### src/rtl/dft_feeder_pkg.sv
// Shared types and constants for the DFT sample feeder.
package dft_feeder_pkg;

    typedef logic signed [15:0] sample_t;

    typedef enum logic [1:0] {
        IDLE,
        EMIT,
        WAIT
    } feeder_state_t;

    localparam int unsigned DFT_SAMPLE_GAP = 250;

endpackage

### src/rtl/sample_fifo.sv
// Single-clock sample FIFO with a registered occupancy count.
module sample_fifo #(
    parameter int unsigned W     = 16,
    parameter int unsigned DEPTH = 16
) (
    input  logic                     clk,
    input  logic                     rst,
    input  logic                     push,
    input  logic [W-1:0]             pushData,
    input  logic                     pop,
    output logic [W-1:0]             popData,
    output logic [$clog2(DEPTH):0]   level,
    output logic                     full,
    output logic                     empty
);
    localparam int unsigned AW = $clog2(DEPTH);
    localparam int unsigned LW = AW + 1;

    logic [W-1:0]  mem_q [DEPTH];
    logic [AW-1:0] wr_ptr_q;
    logic [AW-1:0] rd_ptr_q;
    logic [LW-1:0] level_q;
    logic          do_push;
    logic          do_pop;

    assign full    = (level_q == LW'(DEPTH));
    assign empty   = (level_q == '0);
    assign do_pop  = pop && !empty;
    // A pop frees the head slot at the same edge, so a push into a full FIFO still fits.
    assign do_push = push && (!full || do_pop);
    assign popData = mem_q[rd_ptr_q];
    assign level   = level_q;

    always_ff @(posedge clk) begin
        if (!rst) begin
            wr_ptr_q <= '0;
            rd_ptr_q <= '0;
            level_q  <= '0;
        end else begin
            if (do_push) begin
                wr_ptr_q <= wr_ptr_q + AW'(1);
            end
            if (do_pop) begin
                rd_ptr_q <= rd_ptr_q + AW'(1);
            end
            case ({do_push, do_pop})
                2'b10:   level_q <= level_q + LW'(1);
                2'b01:   level_q <= level_q - LW'(1);
                default: level_q <= level_q;
            endcase
        end
    end

    always_ff @(posedge clk) begin
        if (do_push) begin
            mem_q[wr_ptr_q] <= pushData;
        end
    end

endmodule

### src/rtl/dft_sample_feeder.sv
// Buffers front-end samples and releases them to the DFT as one-cycle pulses
// separated by at least GAP idle cycles.
module dft_sample_feeder
    import dft_feeder_pkg::*;
#(
    parameter int unsigned W     = 16,
    parameter int unsigned DEPTH = 16,
    parameter int unsigned GAP   = DFT_SAMPLE_GAP
) (
    input  logic                   clk,
    input  logic                   rst,
    input  logic signed [W-1:0]    inSample,
    input  logic                   inValid,
    output logic signed [W-1:0]    inputSample,
    output logic                   sampleReady,
    output logic [$clog2(DEPTH):0] fifoLevel,
    output logic                   overflow,
    input  logic                   clearOverflow
);
    localparam int unsigned CntW = (GAP > 1) ? $clog2(GAP) : 1;
    localparam logic [CntW-1:0] GapLoad = (GAP > 0) ? CntW'(GAP - 1) : '0;

    feeder_state_t      state_q, state_d;
    logic [CntW-1:0]    cnt_q, cnt_d;
    logic signed [W-1:0] sample_q, sample_d;
    logic               ovf_q, ovf_d;
    logic               pop;
    logic [W-1:0]       pop_data;
    logic               fifo_full;
    logic               fifo_empty;

    sample_fifo #(
        .W     (W),
        .DEPTH (DEPTH)
    ) u_fifo (
        .clk      (clk),
        .rst      (rst),
        .push     (inValid),
        .pushData (inSample),
        .pop      (pop),
        .popData  (pop_data),
        .level    (fifoLevel),
        .full     (fifo_full),
        .empty    (fifo_empty)
    );

    always_comb begin
        state_d  = state_q;
        cnt_d    = cnt_q;
        sample_d = sample_q;
        pop      = 1'b0;
        unique case (state_q)
            IDLE: begin
                if (!fifo_empty) begin
                    pop      = 1'b1;
                    sample_d = $signed(pop_data);
                    state_d  = EMIT;
                end
            end
            EMIT: begin
                cnt_d = GapLoad;
                // With no gap, return through IDLE so every pulse stays one cycle wide.
                if (GAP > 0) begin
                    state_d = WAIT;
                end else begin
                    state_d = IDLE;
                end
            end
            WAIT: begin
                if (cnt_q == '0) begin
                    state_d = IDLE;
                end else begin
                    cnt_d = cnt_q - CntW'(1);
                end
            end
            default: state_d = IDLE;
        endcase
    end

    always_comb begin
        ovf_d = ovf_q;
        if (clearOverflow) begin
            ovf_d = 1'b0;
        end
        if (inValid && fifo_full && !pop) begin
            ovf_d = 1'b1;
        end
    end

    always_ff @(posedge clk) begin
        if (!rst) begin
            state_q  <= IDLE;
            cnt_q    <= '0;
            sample_q <= '0;
            ovf_q    <= 1'b0;
        end else begin
            state_q  <= state_d;
            cnt_q    <= cnt_d;
            sample_q <= sample_d;
            ovf_q    <= ovf_d;
        end
    end

    assign inputSample = sample_q;
    assign sampleReady = (state_q == EMIT);
    assign overflow    = ovf_q;

endmodule

### config.mk
export PLATFORM = sky130hd
export DESIGN_NAME = dft_sample_feeder
export DESIGN_NICKNAME = d
export VERILOG_FILES = /design/src/rtl/dft_feeder_pkg.sv /design/src/rtl/sample_fifo.sv /design/src/rtl/dft_sample_feeder.sv
export SDC_FILE = /design/constraint.sdc
export NUM_CORES = 1
export LEC_CHECK = 0
export CAP_MARGIN = 10
export CORE_AREA = 5 5 167 169
export CTS_CLUSTER_SIZE = 20
export DETAILED_ROUTE_END_ITERATION = 12
export DIE_AREA = 0 0 172 174
export DONT_BUFFER_PORTS = 1
export GPL_ROUTABILITY_DRIVEN = 0
export SLEW_MARGIN = 40
export SYNTH_ARGS = -nofsm -noshare
export SYNTH_HDL_FRONTEND = slang
export SYNTH_SLANG_ARGS = --single-unit
### constraint.sdc
create_clock -name clk -period 3.4 [get_ports clk]
set_clock_uncertainty 0.05 [all_clocks]
set_input_delay 0.68 -clock clk [delete_from_list [all_inputs] [get_ports clk]]
set_output_delay 0.68 -clock clk [all_outputs]
set_load 0.03 [all_outputs]
==> reports/results.tsv, run 1 <==
stage	metric	value	unit
logic_synthesis	sequential-to-total area share from yosys stat	73.1	%
timing	Tightest Pin Transition	0.828	ns
drt	WL met3	1510	um
clock_tree	H-tree levels	1	
placement	Inst Count DP	995	
logic_synthesis	FF+latch count, synth	296	
worst_setup_path	Critical Path Sink Type	flip-flop	
worst_hold_path	Hold/Removal Path Class	input port to flip-flop	
logic_synthesis	Syn Nets	703	
finish	Finished Cell Area	13100	um2
logic_synthesis	Area contributors post-synth	edfxtp_1 66%, dfxtp_1 6.9%, mux4_2 6.2%	
timing	final-report setup violation count	0	
grt	antenna violations before repair	0	
status	status	complete, no violations	
logic_synthesis	Ys Warns	0	
clock_tree	TritonCTS clock tree	done	
clock_tree	clk buf depth	3	
drt	Avg Vias per Cell	5.59	
clock_tree	Sink Count	296	
logic_synthesis	Post-Syn Instances	675	
grt	largest net degree at the start of global routing	43	
drt	Antenna Violating Nets Remaining	0	
drt	top sig layer	met4	
finish	share of cells above drive strength 1	16.8	%
placement	DP HPWL	14400	um
grt	first-pass GRT wire length	36400	um
floorplan	I/O pins	43	
timing	RSZ-0062 raised after global routing	no	
clock_tree	Clock Tree Root	clkbuf_16	
power	PwrDens	723	nW/um2
logic_synthesis	most frequent cells after synthesis	256 x edfxtp_1, 68 x mux2i_1, 40 x dfxtp_1, 40 x nor2_1	
worst_setup_path	CP required	3.76	ns
grt	vias in the first global route	6096	
timing	Slew headroom	44.6	%
power	P_leak	4.00	nW
logic_synthesis	cell taking the most area after synthesis	edfxtp_1	
drt	initial detailed-routing violation count	326	
floorplan	Chip Width	172	um
drt	DRT Wirelength	23800	um
floorplan	starting density of the core	43.9	%
timing	fmax	353	MHz
drt	drt drc	0	
clock_tree	Hold-fix buffers, CTS	0	
timing	Hold WS	0.161	ns
floorplan	die area	29900	um2
logic_synthesis	mapped cell area	11600	um2
logic_synthesis	top-area cell type share of the netlist area	66.2	%
worst_setup_path	crit-path max FO	8	
timing	Post-Route Setup TNS	0	ns
flow_run	max_cap viols	0	
floorplan	Cell Rows	60	
drt	met2 wire length	12000	um
timing	Final min period	2.83	ns
clock_tree	TritonCTS buffer count	31	
finish	fillers	2209	
power	worst ir drop on vdd	476	uV
clock_tree	Post CTS Setup Buffer Count	0	
logic_synthesis	EDFF count, synth	256	
placement	dpl cell area	12100	um2
finish	number of antenna diodes	0	
timing	fin. max-slew vios	0	
floorplan	Die Y	174	um
worst_setup_path	CP Launch Type	flip-flop	
worst_setup_path	Worst Path Arrival	3.19	ns
floorplan	Core ar.	26400	um2
finish	final non-filler cell total	1054	
finish	Area growth syn-to-layout	12.4	%
grt	GRT Util Overall	15.9	%
timing	Final Hold Fails	0	
clock_tree	post_cts resized	0	
drt	metal1 wirelength	9680	um
finish	nets@finish	716	
grt	GRT overflow	0	
worst_setup_path	crit path kind	flip-flop to flip-flop	
placement	IO Port Bufs	0	
logic_synthesis	syn avg cell area	17.2	um2
drt	router iterations before antenna repair	4	
logic_synthesis	ys flop type	edfxtp_1	
clock_tree	Worst-path clk slew	0.06	ns
clock_tree	clock latency at the later pin of the worst-skew pair	0.55	ns
drt	overall via count from detail_route	5888	
logic_synthesis	Post-synth ARST share	0	%
logic_synthesis	Synth cell types	53	
timing	final period utilization	83.3	%
logic_synthesis	top-count cell post-synth	edfxtp_1	
drt	wire length per cell	22.6	um
## path summary, 6_finish.rpt
check                   from                   to  slack, ns  cells after the start
min reg2reg         cnt_q[3]             cnt_q[3]       0.50                      1
min              inSample[3]  u_fifo.mem_q[13][3]       0.16                      0
max          u_fifo.level[0]      u_fifo.level[2]       0.57                      9
max reg2reg  u_fifo.level[0]      u_fifo.level[2]       0.57                      9
## cells in the final DEF, fill, tap and decap left out, types with 11 or more instances in the layout
cell type	synthesis	final
nor2_1	40	34
mux2i_1	68	68
o22ai_1	32	32
a22oi_1	16	16
clkbuf_1	19	12
dfxtp_1	40	38
o21ai_0	18	18
a31oi_1	18	18
nand2_1	11	11
buf_4	4	17
clkbuf_16	0	31
edfxtp_1	256	256
mux4_2	32	32
## sequential cells by signal (all words and copies together), names as in the netlist
register,count
overflow,1
u_fifo.level,5
state_q,2
u_fifo.rd_ptr_q,4
u_fifo.mem_q,256
cnt_q,8
inputSample,16
u_fifo.wr_ptr_q,4
## power by group
group | total, mW | internal, mW | leakage, nW | switching, mW
clock network | 3.23 | 1.88 | 0.488 | 1.35
registers | 4.55 | 4.17 | 2.64 | 0.379
logic | 1.65 | 0.687 | 0.869 | 0.964
## routing by layer
layer  up-vias  GRT usage (%)
met3        37           3.34
met2       141           26.9
li1       2724              -
met4         0           4.62
met5         -              0
met1      2986           20.8
## final cells by class
class	count	area [um2]	share of cell area (%)
repair buffers	19	168	1.28
multi-input cells	332	2940	22.5
flip-flops and latches	296	8490	65.1
inverters	8	30.0	0.230
clock buffers	48	890	6.82
well taps	341	427	3.27
clock inverters	10	104	0.796
## cells by family (layout without fill, tap and decap cells)
logic type                 after synthesis  after routing  share of synthesized area (%)
DFF                                    296            296                           73.1
AOI/OAI and AO/OA                      116            116                           6.66
muxes                                  101            101                           12.2
and+or+nand+nor                         96             96                           4.26
buffers and inverters                   47             85                           2.13
xor gates and xnor gates                11             11                          0.830
adders and majority gates                8              8                          0.862
## through the flow
| step | power [mW] | utilization [%] | worst slack [ns] |
|---|---|---|---|
| after floorplan | 5.88 | - | 0.545 |
| after global placement | 6.20 | 45.5 | 0.670 |
| final | 9.43 | 49.4 | 0.568 |
| after detailed placement | 6.27 | 45.6 | 0.578 |
| after global routing | 9.84 | 49.4 | 0.346 |
| after CTS | 9.51 | 49.4 | 0.559 |
## worst max-delay path, stage by stage (launching register included)
cell      delay [ns]
dfxtp_1         0.66
nor4_2          0.11
buf_4           0.19
a211oi_1        0.35
xor2_1          0.12
ha_1            0.26
or3_2           0.44
a211oi_1        0.30
o21a_1          0.17
nor3_1          0.05
Power figures use the tool's default switching activity.
==> run 2, diff against run 1 <==
clock period = 2.78 ns   (was 3.4 ns; I/O delays follow)
==> run 2 against run 1 <==
  * Critical path type unchanged
  * First-iteration DRC count increased by 88%
  * Design area increased by 1.2%
  * Critical endpoint unchanged
  * Non-clock buffer count increased by 12
==> reports/results.tsv, run 2 (same netlist as run 1, synthesis figures left out) <==
stage	metric	value	unit
status	status	complete, no violations	
floorplan	starting density of the core	43.9	%
clock_tree	post_cts resized	0	
finish	most frequent cells in the layout	256 x edfxtp_1, 68 x mux2i_1, 38 x dfxtp_1	
worst_setup_path	Worst Path Arrival	2.95	ns
timing	final period utilization	93.0	%
grt	antenna violations before repair	0	
finish	final non-filler cell total	1064	
worst_setup_path	Critical Path Sink Type	flip-flop	
grt	first-pass GRT wire length	37200	um
grt	GRT Util Overall	16.3	%
power	P_leak	4.06	nW
finish	Final Util	50.0	%
floorplan	Chip Width	172	um
clock_tree	Worst-path clk slew	0.06	ns
clock_tree	clock latency at the later pin of the worst-skew pair	0.55	ns
placement	DP HPWL	15700	um
clock_tree	H-tree levels	1	
worst_hold_path	Hold/Removal Path Class	input port to flip-flop	
finish	max reg flops	256	
timing	Final min period	2.58	ns
drt	wire length per cell	23.0	um
flow_run	max_cap viols	0	
placement	Inst Count DP	1008	
timing	RSZ-0062 raised after global routing	no	
floorplan	Core ar.	26400	um2
clock_tree	TritonCTS clock tree	done	
finish	Area growth syn-to-layout	13.8	%
timing	Tightest Pin Transition	0.818	ns
clock_tree	Hold-fix buffers, CTS	0	
clock_tree	Sink Count	296	
finish	nets@finish	727	
worst_setup_path	crit-path max FO	10	
timing	Slew headroom	45.3	%
floorplan	die area	29900	um2
drt	overall via count from detail_route	6057	
timing	fin. max-slew vios	0	
worst_setup_path	CP Launch Type	flip-flop	
placement	IO Port Bufs	0	
clock_tree	clk buf depth	3	
worst_setup_path	crit path kind	flip-flop to flip-flop	
power	worst ir drop on vdd	721	uV
grt	vias in the first global route	6169	
floorplan	Cell Rows	60	
drt	Avg Vias per Cell	5.69	
timing	final-report setup violation count	0	
drt	initial detailed-routing violation count	613	
finish	share of cells above drive strength 1	19.2	%
clock_tree	Clock Tree Root	clkbuf_16	
finish	most common cell after layout, fill and taps aside	edfxtp_1	
grt	largest net degree at the start of global routing	34	
floorplan	Die Y	174	um
drt	router iterations before antenna repair	5	
drt	Antenna Violating Nets Remaining	0	
power	PwrDens	896	nW/um2
worst_setup_path	CP required	3.14	ns
timing	fmax	387	MHz
timing	Final Hold Fails	0	
drt	drt drc	0	
clock_tree	Post CTS Setup Buffer Count	0	
clock_tree	TritonCTS buffer count	30	
finish	fillers	2157	
finish	Largest Register	u_fifo.mem_q	
finish	number of antenna diodes	0	
floorplan	I/O pins	43	
drt	DRT Wirelength	24500	um
grt	GRT overflow	0	
run 2: cell types whose count changed in the layout (fill, tap and decap cells not counted), sizes merged:
| cell | delta |
|---|---|
| buf | +12 |
| clkbuf | -12 |
| clkinvlp | +6 |
| bufinv | +3 |
| clkinv | +1 |
run 2: path summary, 6_finish.rpt:
check | startpoint | to | slack, ns | cells past startpoint
setup / recovery | state_q[1] | u_fifo.level[2] | 0.20 | 8
hold / removal | inSample[2] | u_fifo.mem_q[0][2] | 0.05 | 0
setup reg to reg | state_q[1] | u_fifo.level[2] | 0.20 | 8
hold reg to reg | cnt_q[7] | cnt_q[7] | 0.49 | 2
run 2: critical path: stages (launching register included):
cell and delay (ns):
dfxtp_1 0.39, or2_0 0.28, a211oi_2 0.32, xor2_1 0.12
ha_1 0.26, or3_2 0.45, a211oi_1 0.34, o21a_1 0.18
nor3_1 0.04
run 2: per-layer routing:
metal	GRT usage [%]	wire length [um]	part of all wire, %	vias up
li1	-	-	-	2748
met1	22.8	10600	43	3077
met2	26.4	11800	48	186
met3	3.25	1490	6.1	46
met4	3.83	601	2.5	0
met5	0	0	0	-
run 2: final cells by class:
type	instances	area, um2	area share [%]
tap	341	427	3.23
sequential	296	8490	64.3
timing repair buffer	31	270	2.05
multi-input combinational	332	2950	22.3
clock inverter	20	239	1.81
clock buffer	36	803	6.08
inverter	8	30.0	0.227
run 2: power breakdown:
part           total (mW)  switching [mW]  internal, mW
clock                4.14            1.69          2.45
combinational        2.17            1.26         0.908
sequential           5.54           0.442          5.10
total                11.8            3.39          8.46
run 2: stage by stage:
stage          total power [mW]  setup TNS [ns]  hold WS, ns  cell area, um2  worst slack, ns
5_1_grt                    12.3               0       0.0202           13200           0.0488
2_1_floorplan              7.19           -2.35        0.434           11600          -0.0734
6_report                   11.8               0       0.0458           13200            0.196
3_5_place_dp               7.78               0        0.483           12200            0.103
4_1_cts                    11.9               0       0.0274           13200           0.0714
3_3_place_gp               7.69               0        0.455           12100            0.339
